**src/rtl/ram_arbiter.sv**
```systemverilog
// Two-requester round-robin arbiter in front of a single RAM port.
// Each side gets one request slot; one RAM transaction is in flight at a time.
module ram_arbiter #(
  parameter int                 ADDR_W  = 32,
  parameter int                 DATA_W  = 32,
  parameter int                 TIMEOUT = 255,
  parameter logic [DATA_W-1:0]  TO_DATA = DATA_W'(32'hdeadbeef)
) (
  input  logic              clk,
  input  logic              reset_n,
  input  logic [ADDR_W-1:0] a_ramAddress,
  input  logic [DATA_W-1:0] a_ramOut,
  input  logic              a_readReq,
  input  logic              a_writeReq,
  output logic [DATA_W-1:0] a_ramIn,
  output logic              a_readAck,
  output logic              a_writeAck,
  input  logic [ADDR_W-1:0] b_ramAddress,
  input  logic [DATA_W-1:0] b_ramOut,
  input  logic              b_readReq,
  input  logic              b_writeReq,
  output logic [DATA_W-1:0] b_ramIn,
  output logic              b_readAck,
  output logic              b_writeAck,
  output logic [ADDR_W-1:0] m_ramAddress,
  output logic [DATA_W-1:0] m_ramOut,
  output logic              m_readReq,
  output logic              m_writeReq,
  input  logic [DATA_W-1:0] m_ramIn,
  input  logic              m_readAck,
  input  logic              m_writeAck,
  output logic              grant,
  output logic              busy,
  output logic [1:0]        err_overflow,
  output logic              err_timeout,
  output logic [1:0]        dbg_state
);

  // Handshake: a requester pulses readReq/writeReq for one cycle (write wins if
  // both), then waits for a one-cycle readAck/writeAck; the RAM side is the same.
  localparam int CNT_W = (TIMEOUT < 2) ? 1 : $clog2(TIMEOUT);

  typedef enum logic [1:0] {S_IDLE = 2'd0, S_ISSUE = 2'd1, S_WAIT = 2'd2} state_t;
  state_t r_state, w_state_nx;

  logic [1:0]        w_req_rd, w_req_wr, w_free;
  logic [ADDR_W-1:0] w_in_addr [2];
  logic [DATA_W-1:0] w_in_data [2];
  logic              w_pick, w_ack_match, w_timeout, w_done, w_to;

  logic [1:0]        r_vld, r_slot_wr, r_ack_rd, r_ack_wr, r_err_ovf;
  logic [ADDR_W-1:0] r_addr [2];
  logic [DATA_W-1:0] r_data [2];
  logic [DATA_W-1:0] r_ram_in [2];
  logic              r_wr, r_grant, r_last, r_err_to, r_m_rd, r_m_wr;
  logic [CNT_W-1:0]  r_cnt;
  logic [ADDR_W-1:0] r_m_addr;
  logic [DATA_W-1:0] r_m_data;

  assign w_req_rd     = {b_readReq, a_readReq};
  assign w_req_wr     = {b_writeReq, a_writeReq};
  assign w_in_addr[0] = a_ramAddress;
  assign w_in_addr[1] = b_ramAddress;
  assign w_in_data[0] = a_ramOut;
  assign w_in_data[1] = b_ramOut;

  always_comb begin
    // Tie goes to whoever did not own the last transaction.
    w_pick      = (r_vld == 2'b11) ? ~r_last : ~r_vld[0];
    w_ack_match = r_wr ? m_writeAck : m_readAck;
    w_timeout   = (r_cnt == CNT_W'(TIMEOUT - 1));
    w_done      = (r_state == S_WAIT) && (w_ack_match || w_timeout);
    w_to        = (r_state == S_WAIT) && !w_ack_match && w_timeout;
    w_free      = {w_done & r_grant, w_done & ~r_grant};
  end

  always_comb begin
    w_state_nx = r_state;
    case (r_state)
      S_IDLE:  if (|r_vld) w_state_nx = S_ISSUE;
      S_ISSUE: w_state_nx = S_WAIT;
      S_WAIT:  if (w_done) w_state_nx = S_IDLE;
      default: w_state_nx = S_IDLE;
    endcase
  end

  always_ff @(posedge clk or negedge reset_n) begin
    if (!reset_n) r_state <= S_IDLE;
    else          r_state <= w_state_nx;
  end

  // A slot stays full until its transaction completes; completion frees it in
  // time for a request arriving on that same edge.
  always_ff @(posedge clk or negedge reset_n) begin
    if (!reset_n) begin
      r_vld     <= '0;
      r_slot_wr <= '0;
      r_err_ovf <= '0;
      for (int i = 0; i < 2; i++) begin
        r_addr[i] <= '0;
        r_data[i] <= '0;
      end
    end else begin
      for (int i = 0; i < 2; i++) begin
        if (w_req_rd[i] || w_req_wr[i]) begin
          if (!r_vld[i] || w_free[i]) begin
            r_vld[i]     <= 1'b1;
            r_slot_wr[i] <= w_req_wr[i];
            r_addr[i]    <= w_in_addr[i];
            r_data[i]    <= w_in_data[i];
          end else begin
            r_err_ovf[i] <= 1'b1;
          end
        end else if (w_free[i]) begin
          r_vld[i] <= 1'b0;
        end
      end
    end
  end

  always_ff @(posedge clk or negedge reset_n) begin
    if (!reset_n) begin
      r_grant     <= 1'b0;
      r_last      <= 1'b1;
      r_wr        <= 1'b0;
      r_cnt       <= '0;
      r_m_addr    <= '0;
      r_m_data    <= '0;
      r_m_rd      <= 1'b0;
      r_m_wr      <= 1'b0;
      r_ack_rd    <= '0;
      r_ack_wr    <= '0;
      r_err_to    <= 1'b0;
      r_ram_in[0] <= '0;
      r_ram_in[1] <= '0;
    end else begin
      r_m_rd   <= 1'b0;
      r_m_wr   <= 1'b0;
      r_ack_rd <= '0;
      r_ack_wr <= '0;
      case (r_state)
        S_IDLE: begin
          if (|r_vld) begin
            r_grant  <= w_pick;
            r_wr     <= r_slot_wr[w_pick];
            r_m_addr <= r_addr[w_pick];
            r_m_data <= r_data[w_pick];
            r_m_wr   <= r_slot_wr[w_pick];
            r_m_rd   <= ~r_slot_wr[w_pick];
          end
        end
        S_ISSUE: r_cnt <= '0;
        S_WAIT: begin
          if (w_done) begin
            r_last <= r_grant;
            if (r_wr) begin
              r_ack_wr[r_grant] <= 1'b1;
            end else begin
              r_ack_rd[r_grant] <= 1'b1;
              r_ram_in[r_grant] <= w_to ? TO_DATA : m_ramIn;
            end
            if (w_to) r_err_to <= 1'b1;
          end else begin
            r_cnt <= r_cnt + 1'b1;
          end
        end
        default: ;
      endcase
    end
  end

  assign a_ramIn      = r_ram_in[0];
  assign b_ramIn      = r_ram_in[1];
  assign a_readAck    = r_ack_rd[0];
  assign b_readAck    = r_ack_rd[1];
  assign a_writeAck   = r_ack_wr[0];
  assign b_writeAck   = r_ack_wr[1];
  assign m_ramAddress = r_m_addr;
  assign m_ramOut     = r_m_data;
  assign m_readReq    = r_m_rd;
  assign m_writeReq   = r_m_wr;
  assign grant        = r_grant;
  assign busy         = (r_state != S_IDLE);
  assign err_overflow = r_err_ovf;
  assign err_timeout  = r_err_to;
  assign dbg_state    = r_state;

endmodule

```
**config.mk**
```make
export PLATFORM = sky130hd
export DESIGN_NAME = ram_arbiter
export DESIGN_NICKNAME = d
export VERILOG_FILES = /design/src/rtl/ram_arbiter.sv
export SDC_FILE = /design/constraint.sdc
export NUM_CORES = 1
export LEC_CHECK = 0
export ABC_AREA = 0
export CAP_MARGIN = 40
export CORE_MARGIN = 5
export CORE_UTILIZATION = 30
export DETAILED_ROUTE_END_ITERATION = 6
export SLEW_MARGIN = 0
export SYNTH_ARGS = -nofsm -noshare
export SYNTH_HDL_FRONTEND = slang
export SYNTH_SLANG_ARGS = --single-unit
export TNS_END_PERCENT = 5
```
**constraint.sdc**
```tcl
create_clock -name clk -period 2.4 [get_ports clk]
set_input_delay 0.48 -clock clk [delete_from_list [all_inputs] [get_ports clk]]
set_output_delay 0.48 -clock clk [all_outputs]
set_load 0.02 [all_outputs]
```
==> results.md <==
- Multi-input gate area: 4190 um2
- Core Region: 38,500 um2
- Share of flip-flops with an asynchronous set or reset after synthesis: 100%
- Average wire per standard cell: 18.7 um
- Max-cap violation count: 0
- Number of antenna violations at the first check in global routing: 0
- Maximum frequency from static timing analysis: 448 MHz
- Instance count of the mapped netlist: 832
- Pin count of the biggest net entering global routing: 72
- Worst-Margin Slew: 550 ps
- WHS: 443 ps
- Unrepaired setup endpoints after global routing: false
- Starting DRC count in detailed routing: 296
- Remaining global-route overflow: 0
- Die Y: 207 um
- Effective utilization at floorplan: 30.1%
- Largest delay share family, worst path: flip-flops
- Data arrival at the endpoint of the critical path: 1750 ps
- Wire length of the first global-routing pass: 48,400 um
- Worst vdd ir: 754 uV
- Synthesized area: 11,600 um2
- Number of failing hold endpoints at the final stage: 0
- Layout overhead on the synthesized area: 42.2%
- Total via count in the routed design: 7,820
- Final core occ: 42.9%
- Placed wire-length estimate: 22,000 um
- Total negative slack: 0 ps
- Flip-flop and latch count after synthesis: 282
- Final clock period utilization by the worst path: 93.0%
- Number of buffers inserted to repair setup after CTS: 0
- Filler Cell Count: 3,590
- Worst relative slew slack: 63.3%
- Req. time, crit path: 1920 ps
- Post-Syn Nets: 1,002
- Synth cell types: 50
- Buffer type at the clock tree root: sky130_fd_sc_hd__clkbuf_16
- Final number of max-transition violations: 0
- Post-detailed-route via-to-cell ratio: 4.63
- Core Rows: 72
- Total placed instance area: 15,400 um2
- Number of standard cells in the final layout excluding fillers: 1,690
- Final standard cell area without fillers: 16,500 um2
- Count of port buffers added during placement: 308
- CP endpoint kind: primary output
- Area of the die: 42,700 um2
- Total power divided by cell area: 1410 nW/um2
- Slowest CP cell: sky130_fd_sc_hd__dfrtp_1
- Final setup vio count: 0
- Hold Path Class: in2async
- Seq. cell area: 7060 um2
- Number of ports placed on the die boundary: 309
- DRC violation count after routing: 0
- Total number of clock tree sinks: 282
- Chip width: 207 um
- Cells traversed along the worst timing path: or2_2 -> dlygate4sd2_1
- Insertion delay of the later-clocked pin in the worst-skew pair: 560 ps
- All-Layer GR Usage: 14.3%
- Number of buffers inserted during clock tree synthesis: 31
- Buffers from clock root to sink, at most: 3
- Largest stage delay on the critical path: 430 ps
- Weighted congestion at the end of routability-driven global placement: 0.741
- Avg Inst Size Synth: 13.9 um2
- CP max FO: 6
- Number of cells after detailed placement: 1,636
- Share of synthesized area occupied by flip-flops and latches: 60.9%
- Total wire length after detailed routing: 31,700 um
- Startpoint kind of the worst setup timing path: flip-flop
- Via count of the first global-routing pass: 8,460
- Most used flip-flop cell after synthesis: sky130_fd_sc_hd__dfrtp_1
- Pre-Repair DR Iteration Count: 6
- Status: completed
- Layout cell share with drive strength beyond 1: 18.9%
- Number of antenna repair diodes: 0
- Final clock skew: 10.2 ps
- Clock tree from TritonCTS: built
- Clock input transition at the sequential cells of the worst setup and hold paths: 60 ps
- Category of the most critical setup path: reg2out
- Remaining number of nets flagged by the antenna check after routing: 0
- Leakage component of the power: 7.26 nW
- Minimum clock period: 2230 ps
- Buffering stage count on the worst path with inverters included: 1
- YS warnings: 0
- Post-layout nets: 1,322
- Number of flops mapped to enable cells by yosys: 0
- H-tree level count: 1
-- power breakdown --
part,internal (mW),switching [mW]
Combinational,5.18,4.62
Clock,3.15,1.89
Sequential,7.11,1.33
Total,15.4,7.84
-- worst paths after layout --
kind	slack (ps)	cells after the start	startpoint	to
setup / recovery	170	2	dbg_state[1]	busy
hold / removal	440	2	reset_n	r_data[61]
setup reg to reg	340	8	r_cnt[0]	a_ramIn[31]
hold reg to reg	470	1	err_timeout	err_timeout
max in group asynchronous	1240	3	reset_n	r_data[45]
min in group clk	470	1	err_timeout	err_timeout
-- metal layers --
metal  track usage, %  wire length, um  vias up  share of wire, %
met5                0                0        -                 0
met4             3.59              587        0               1.9
met2             23.3            14800      222                47
met1             19.1            13800     3942                44
met3             3.98             2470       39               7.8
li1                 -                -     3617                 -
-- area by class of cell --
type / instances / share of cell area (%)
Sequential cell: 282 / 42.8
Tap cell: 518 / 3.93
Clock buffer: 44 / 5.55
Inverter: 6 / 0.137
Timing Repair Buffer: 340 / 21.2
Clock inverter: 9 / 1.03
Multi-Input combinational cell: 491 / 25.4
-- metrics by stage --
step | setup WS [ps] | power, mW
floorplan | 498 | 14.2
global placement | 63.8 | 18.3
detailed placement | 50.7 | 18.4
CTS | 103 | 23.6
global route | 67.1 | 24.7
finish | 167 | 23.3
-- synthesized netlist by cell type, types with 6 or more instances --
cell | n | area (um2)
sky130_fd_sc_hd__nand2_1 | 7 | 26.3
sky130_fd_sc_hd__buf_8 | 6 | 90.1
sky130_fd_sc_hd__clkbuf_1 | 20 | 75.1
sky130_fd_sc_hd__mux2_2 | 64 | 721
sky130_fd_sc_hd__mux2_4 | 60 | 901
sky130_fd_sc_hd__buf_6 | 7 | 78.8
sky130_fd_sc_hd__dfrtp_1 | 281 | 7030
sky130_fd_sc_hd__buf_2 | 15 | 75.1
sky130_fd_sc_hd__a2bb2oi_1 | 48 | 420
sky130_fd_sc_hd__nand3_1 | 13 | 65.1
sky130_fd_sc_hd__nor2b_1 | 25 | 156
sky130_fd_sc_hd__o21ai_0 | 7 | 35.0
sky130_fd_sc_hd__nor2_1 | 72 | 270
sky130_fd_sc_hd__mux2i_1 | 66 | 661
sky130_fd_sc_hd__a21oi_1 | 67 | 335
sky130_fd_sc_hd__a32o_1 | 17 | 170
-- cell families (layout without fill, tap and decap cells) --
kind of cell | Yosys count | in the layout | synth area share (%)
AO/OA/AOI/OAI | 154 | 154 | 9.51
XOR/XNOR | 1 | 1 | 0.0756
multiplexers | 195 | 195 | 20.3
AND/OR/NAND/NOR | 139 | 139 | 5.82
flip-flops | 282 | 282 | 60.9
buffers and inverters | 59 | 399 | 3.24
adder cells (fa/ha/maj) | 2 | 2 | 0.216
-- layout by cell type, fill, tap and decap left out, types with 13 or more instances in the layout --
cell type,count
sky130_fd_sc_hd__buf_4,18
sky130_fd_sc_hd__mux2_2,64
sky130_fd_sc_hd__nor2_1,71
sky130_fd_sc_hd__dfrtp_1,281
sky130_fd_sc_hd__mux2_4,60
sky130_fd_sc_hd__mux2i_1,66
sky130_fd_sc_hd__a21oi_1,67
sky130_fd_sc_hd__nor2b_1,25
sky130_fd_sc_hd__clkdlybuf4s50_1,306
sky130_fd_sc_hd__nand3_1,13
sky130_fd_sc_hd__a32o_1,17
sky130_fd_sc_hd__a2bb2oi_1,48
sky130_fd_sc_hd__clkbuf_16,31
sky130_fd_sc_hd__buf_12,13
-- sequential cells by signal, indices dropped and copies added, names as in the netlist, 2 cells and up --
| name | cells |
|---|---|
| r_cnt | 8 |
| err_overflow | 2 |
| m_ramOut | 32 |
| r_vld | 2 |
| r_slot_wr | 2 |
| r_data | 64 |
| m_ramAddress | 32 |
| dbg_state | 2 |
| b_ramIn | 32 |
| r_ack_wr | 2 |
| a_ramIn | 32 |
| r_addr | 64 |
| r_ack_rd | 2 |
-- what timing repair did --
item,in CTS,in global routing
hold buffers,1,0
setup endpoints to repair,1,0
gates resized for setup,1,0
hold endpoints to repair,44,0
Note: power is estimated with default switching activity, not from simulation.
